`src/rtl/slave_resp_tx.sv`:
```
// slave_resp_tx
//   Slave-side response transmitter. Every beat the slave accepts
//   (data_success) is queued as {id, code, data}. One response beat per
//   queued entry is returned to the master over resp_valid/resp_ready.
//   pend_full feeds the slave's ready logic so the queue is never overrun.
//
// Ports
//   clk          rising-edge clock
//   rst          synchronous active-high reset
//   data_success one-cycle pulse per accepted beat
//   data         beat data, sampled with data_success
//   pend_full    queue holds DEPTH entries
//   resp_valid   response beat available
//   resp_ready   master accepts the response
//   resp_id      sequence id of the answered beat
//   resp_code    2'b00 OKAY, 2'b10 SLVERR (data == ERR_PATTERN)
//   resp_data    echo of the accepted data
//   overflow     sticky: a data_success pulse was dropped
//   timeout      sticky stall flag
//
// Build option
//   RESP_TIMEOUT_EN : when defined, a stall counter sets timeout after
//   TIMEOUT_CYCLES consecutive stalled cycles; otherwise timeout is 0.
module slave_resp_tx #(
   parameter int unsigned DEPTH          = 4,
   parameter int unsigned ID_W           = 4,
   parameter logic [31:0] ERR_PATTERN    = 32'hDEAD_BEEF,
   parameter int unsigned TIMEOUT_CYCLES = 16
) (
   input  logic            clk,
   input  logic            rst,
   input  logic            data_success,
   input  logic [31:0]     data,
   output logic            pend_full,
   output logic            resp_valid,
   input  logic            resp_ready,
   output logic [ID_W-1:0] resp_id,
   output logic [1:0]      resp_code,
   output logic [31:0]     resp_data,
   output logic            overflow,
   output logic            timeout
);

   localparam int unsigned PTR_W = $clog2(DEPTH);
   localparam int unsigned CNT_W = PTR_W + 1;

   typedef enum logic {IDLE, ACTIVE} state_t;

   state_t            state_q, state_d;
   logic [CNT_W-1:0]  count_q, count_d;
   logic [PTR_W-1:0]  wr_ptr_q, wr_ptr_d, rd_ptr_q, rd_ptr_d;
   logic [ID_W-1:0]   id_cnt_q, id_cnt_d;
   logic              overflow_q, overflow_d;

   logic [ID_W-1:0]   mem_id   [DEPTH];
   logic [1:0]        mem_code [DEPTH];
   logic [31:0]       mem_data [DEPTH];

   logic [ID_W-1:0]   head_id_q, head_id_d;
   logic [1:0]        head_code_q, head_code_d;
   logic [31:0]       head_data_q, head_data_d;

   logic              full, pop, push_acc;
   logic [1:0]        wr_code;

   assign full     = (count_q == CNT_W'(DEPTH));
   assign pop      = (state_q == ACTIVE) && resp_ready;
   // A push into a full queue is still taken when the head leaves this cycle.
   assign push_acc = data_success && (!full || pop);
   assign wr_code  = (data == ERR_PATTERN) ? 2'b10 : 2'b00;

   always_comb begin
      count_d    = count_q;
      wr_ptr_d   = wr_ptr_q + PTR_W'(push_acc);
      rd_ptr_d   = rd_ptr_q + PTR_W'(pop);
      id_cnt_d   = id_cnt_q + ID_W'(push_acc);
      overflow_d = overflow_q | (data_success && full && !pop);
      case ({push_acc, pop})
         2'b10:   count_d = count_q + CNT_W'(1);
         2'b01:   count_d = count_q - CNT_W'(1);
         default: count_d = count_q;
      endcase
   end

   // The registered head is refreshed from the incoming beat when it becomes
   // the only entry, otherwise from storage after the old head is popped.
   always_comb begin
      head_id_d   = head_id_q;
      head_code_d = head_code_q;
      head_data_d = head_data_q;
      if (push_acc && ((count_q == '0) || (pop && count_q == CNT_W'(1)))) begin
         head_id_d   = id_cnt_q;
         head_code_d = wr_code;
         head_data_d = data;
      end else if (pop && count_q > CNT_W'(1)) begin
         head_id_d   = mem_id[rd_ptr_d];
         head_code_d = mem_code[rd_ptr_d];
         head_data_d = mem_data[rd_ptr_d];
      end
   end

   always_comb begin
      state_d = state_q;
      case (state_q)
         IDLE:    if (push_acc) state_d = ACTIVE;
         ACTIVE:  if (pop && !push_acc && count_q == CNT_W'(1)) state_d = IDLE;
         default: state_d = IDLE;
      endcase
   end

   always_ff @(posedge clk) begin
      if (rst) begin
         state_q     <= IDLE;
         count_q     <= '0;
         wr_ptr_q    <= '0;
         rd_ptr_q    <= '0;
         id_cnt_q    <= '0;
         overflow_q  <= 1'b0;
         head_id_q   <= '0;
         head_code_q <= '0;
         head_data_q <= '0;
      end else begin
         state_q     <= state_d;
         count_q     <= count_d;
         wr_ptr_q    <= wr_ptr_d;
         rd_ptr_q    <= rd_ptr_d;
         id_cnt_q    <= id_cnt_d;
         overflow_q  <= overflow_d;
         head_id_q   <= head_id_d;
         head_code_q <= head_code_d;
         head_data_q <= head_data_d;
      end
   end

   // Storage is data only; validity is tracked by count_q and the pointers.
   always_ff @(posedge clk) begin
      if (push_acc) begin
         mem_id[wr_ptr_q]   <= id_cnt_q;
         mem_code[wr_ptr_q] <= wr_code;
         mem_data[wr_ptr_q] <= data;
      end
   end

   assign pend_full  = full;
   assign resp_valid = (state_q == ACTIVE);
   assign resp_id    = head_id_q;
   assign resp_code  = head_code_q;
   assign resp_data  = head_data_q;
   assign overflow   = overflow_q;

`ifdef RESP_TIMEOUT_EN
   localparam int unsigned ST_W = $clog2(TIMEOUT_CYCLES + 1);

   logic [ST_W-1:0] stall_q, stall_d;
   logic            timeout_q, timeout_d;

   always_comb begin
      stall_d = stall_q;
      if (pop)
         stall_d = '0;
      else if (resp_valid && !resp_ready && stall_q != ST_W'(TIMEOUT_CYCLES))
         stall_d = stall_q + ST_W'(1);
      timeout_d = timeout_q | (stall_d == ST_W'(TIMEOUT_CYCLES));
   end

   always_ff @(posedge clk) begin
      if (rst) begin
         stall_q   <= '0;
         timeout_q <= 1'b0;
      end else begin
         stall_q   <= stall_d;
         timeout_q <= timeout_d;
      end
   end

   assign timeout = timeout_q;
`else
   assign timeout = 1'b0;
`endif

endmodule

```
`config.mk`:
```
export PLATFORM = sky130hd
export DESIGN_NAME = slave_resp_tx
export DESIGN_NICKNAME = d
export VERILOG_FILES = /design/src/rtl/slave_resp_tx.sv
export SDC_FILE = /design/constraint.sdc
export NUM_CORES = 1
export LEC_CHECK = 0
export BUFFER_PORTS_ARGS = -buffer_cell sky130_fd_sc_hd__buf_2
export CORE_MARGIN = 4
export CORE_UTILIZATION = 47
export CTS_BUF_LIST = sky130_fd_sc_hd__clkbuf_16
export DETAILED_ROUTE_END_ITERATION = 10
export PLACE_DENSITY = 0.68
export SKIP_CTS_REPAIR_TIMING = 1
export SLEW_MARGIN = 25
export SYNTH_ARGS = -nofsm -noshare
export SYNTH_HDL_FRONTEND = slang
export SYNTH_SLANG_ARGS = --single-unit
```
`constraint.sdc`:
```
create_clock -name clk -period 4.2 [get_ports clk]
set_input_delay 0.63 -clock clk [delete_from_list [all_inputs] [get_ports clk]]
set_output_delay 0.63 -clock clk [all_outputs]
set_load 0.05 [all_outputs]
```
==> out/summary.txt <==
==================================================================================================
CP cell instances                                                                     inv_1, ha_1, a31o_1, a21oi_4, buf_4, nand2b_2, o211ai_1
Die Width                                                                                   135 um
Skew-Pair Late Insertion Delay                                                             0.43 ns
I/O pins                                                                                        78
Final #Nets                                                                                    574
Fill cell instance count of the final layout                                                  1261
Areal power density over the cells                                                      500 nW/um2
Slew headroom                                                                                35.6%
Proportion of power drawn by flip-flops and latches                                          51.7%
Antenna-violating nets left                                                                      0
Result of the run                                                                     finished, final reports clean
Final setup vio count                                                                            0
RSZ-0062 raised after global routing                                                            no
First-pass GRT wire length                                                                24600 um
Largest family of logic cells by synthesized area                                     multiplexers
Post-route worst hold slack                                                               0.451 ns
Number of DRC markers after the initial detailed-route iteration                               253
Portion of total power attributed to the clock network                                       34.5%
Port buffer count                                                                               75
WP data required                                                                           4.52 ns
Routed length on met3                                                                       928 um
Sequential area share after synthesis                                                        71.3%
Cell Rows                                                                                       46
Critical path fanouts, max                                                                      38
Finished layout cell area                                                                 8840 um2
Final global-route overflow total                                                                0
Setup TNS                                                                                     0 ns
Area share of fa/ha/maj cells after synthesis                                                1.31%
Final RePlAce weighted congestion                                                            0.758
Min Clock Period, post-route                                                               2.78 ns
Slew Viols, Final                                                                                0
Leakage component of the power                                                          0.00306 uW
Placed cell area                                                                          8290 um2
Post-synthesis simple-gate area fraction                                                     3.08%
Top layer in use                                                                              met4
DR vias                                                                                       4256
Crit path launch type                                                                    flip-flop
Switching portion of total power                                                             24.8%
Clock tree from TritonCTS                                                                    built
Yosys warning total                                                                              0
Number of antenna violations at the first check in global routing                                0
Final routed DRC violation total                                                                 0
Maxcap violations                                                                                0
Cell area after technology mapping                                                        7630 um2
Fraction of layout cells with a size suffix above 1                                          28.5%
Share of the synthesized area in compound gates (AO/OA/AOI/OAI)                              7.88%
Detail Placement HPWL                                                                      9500 um
CTS H-tree depth                                                                                 4
Power Internal                                                                             3330 uW
Num CTS Buffers                                                                                 17
Critical path class                                                                        reg2reg
Syn-to-layout area delta                                                                     15.8%
Initial core utilization                                                                     48.1%
CTS Root Cell                                                                         sky130_fd_sc_hd__clkbuf_16
Arr. time, crit path                                                                       3.10 ns
Most frequent cells in the layout                                                     148 x sky130_fd_sc_hd__edfxtp_1, 75 x sky130_fd_sc_hd__buf_2, 51 x sky130_fd_sc_hd__inv_1
Kind of cell adding the most delay to the critical path                               compound AO/OA/AOI/OAI gates
Met1 layer wirelength in the final routing                                                 6560 um
Measured slew at the worst slew-check pin                                                 0.966 ns
Inst Count DP                                                                                  727
Clock transition time at the flip-flop clock pins of the worst setup and hold paths        0.06 ns
Detailed-routing iteration count for the pre-antenna-repair pass                                 5
Highest achievable clock rate                                                              360 MHz
Clk sinks                                                                                      198
Largest stage delay, worst path                                                            0.65 ns
Number of global-route vias before repair                                                     4485
Most common cell after layout, fill and taps aside                                    sky130_fd_sc_hd__edfxtp_1
Synthesized area per cell                                                                 16.9 um2
Final Hold Viols                                                                                 0
Number of buffers and inverters on the critical path                                             2
Pin count of the biggest net entering global routing                                            39
Total inserted antenna cells                                                                     0
Most used flip-flop cell after synthesis                                              sky130_fd_sc_hd__edfxtp_1
Critical path capture point type                                                         flip-flop
Period utilization                                                                           66.1%
Total Routed Length                                                                       15400 um
Flop and latch count out of synthesis                                                          198
IR Drop Worst-Case VDD                                                                    0.350 mV
Post-DR vias/cell                                                                             5.61
Area of the placeable core                                                               15900 um2
Detailed-routed wire length on met2                                                        7860 um
Longest Clk Path Bufs                                                                            2
Die area                                                                                 18300 um2
Share of synthesized flip-flops with an asynchronous set or reset                               0%
Final Total Pwr                                                                            4420 uW
Number of instances in the synthesized netlist                                                 451
Multiplexer share of the synthesized area                                                    11.0%
Routed length per placed instance                                                          20.3 um
Fraction of synthesized cell area in xor and xnor cells                                     0.574%
GRT Util Overall                                                                             17.9%
Non-filler instance count after layout                                                         759
Number of enable flip-flop cells after synthesis                                               148
Synth unique cells                                                                              39
Combinational fraction of design power                                                       13.8%
Sw Pwr                                                                                     1100 uW
Kind of path behind the tightest hold check                                                 in2reg
Worst setup skew after layout                                                            0.0119 ns
Die Y                                                                                       135 um
Worst path slowest cell                                                               sky130_fd_sc_hd__nand2b_2
==================================================================================================
[Yosys cell counts, types with 5 or more instances]
cell type / count / area share, %
sky130_fd_sc_hd__nor2_1: 10 / 0.49
sky130_fd_sc_hd__mux4_2: 37 / 11
sky130_fd_sc_hd__ha_1: 8 / 1.3
sky130_fd_sc_hd__edfxtp_1: 148 / 58
sky130_fd_sc_hd__a32oi_1: 36 / 4.1
sky130_fd_sc_hd__nor2b_1: 6 / 0.49
sky130_fd_sc_hd__nand2_1: 7 / 0.34
sky130_fd_sc_hd__nand4b_1: 6 / 0.69
sky130_fd_sc_hd__o21ai_1: 36 / 2.4
sky130_fd_sc_hd__inv_1: 42 / 2.1
sky130_fd_sc_hd__buf_2: 14 / 0.92
sky130_fd_sc_hd__dfxtp_1: 50 / 13
sky130_fd_sc_hd__buf_4: 5 / 0.49
[logic make-up (layout without fill, tap and decap cells)]
group | after synthesis | after routing
XOR/XNOR | 5 | 5
adder cells (fa/ha/maj) | 8 | 8
AO/OA/AOI/OAI | 88 | 88
multiplexers | 38 | 38
other | 1 | 2
flip-flops | 198 | 198
AND/OR/NAND/NOR | 42 | 42
buffers and inverters | 71 | 162
[per-layer routing]
metal | vias to the layer above | track usage, %
met1 | 2167 | 23.5
met3 | 6 | 4.27
met2 | 150 | 29.1
met5 | - | 0
met4 | 0 | 6.72
li1 | 1933 | -
[through the flow]
step                      util [%]  setup WS, ns
after CTS                     55.7          1.42
after global placement        52.2          1.15
after floorplan                  -         0.804
final                         55.7          1.42
after detailed placement      52.2          1.09
after global routing          55.7          1.23
[final cells by class]
type                       count  area (um2)  area share [%]
sequential                   198        5450            61.6
timing repair buffer          87         503            5.69
clock buffer                  18         450            5.09
clock inverter                14         106            1.20
tap                          216         270            3.06
inverter                      43         161            1.83
multi-input combinational    183        1910            21.6
[power by group through the flow]
| stage | Sequential, uW | Clock, uW | Combinational (uW) |
|---|---|---|---|
| 2_1_floorplan | 2460 | 0 | 305 |
| 3_3_place_gp | 2320 | 0 | 606 |
| 3_5_place_dp | 2330 | 0 | 617 |
| 4_1_cts | 2290 | 1560 | 619 |
| 5_1_grt | 2300 | 1640 | 659 |
| 6_report | 2290 | 1530 | 611 |
[registers in the layout (all words and copies together), names as in the netlist, 2 cells and up]
signal / flops
count_q: 3
id_cnt_q: 4
mem_code: 4
mem_data: 128
mem_id: 16
rd_ptr_q: 2
resp_data: 32
resp_id: 4
wr_ptr_q: 2
[worst reg2reg max path: stages (launching register included)]
cell	delay, ns
sky130_fd_sc_hd__dfxtp_1	0.40
sky130_fd_sc_hd__inv_1	0.11
sky130_fd_sc_hd__ha_1	0.25
sky130_fd_sc_hd__a31o_1	0.25
sky130_fd_sc_hd__a21oi_4	0.14
sky130_fd_sc_hd__buf_4	0.45
sky130_fd_sc_hd__nand2b_2	0.65
sky130_fd_sc_hd__o211ai_1	0.42
[path summary, 6_finish.rpt]
kind,start,endpoint,slack [ns],cells past startpoint
setup / recovery,count_q[1],resp_code[1],1.42,7
hold / removal,data[4],mem_data[1][4],0.45,1
setup reg to reg,count_q[1],resp_code[1],1.42,7
hold reg to reg,resp_data[8],resp_data[8],0.45,2
Note: power is estimated with default switching activity, not from simulation.
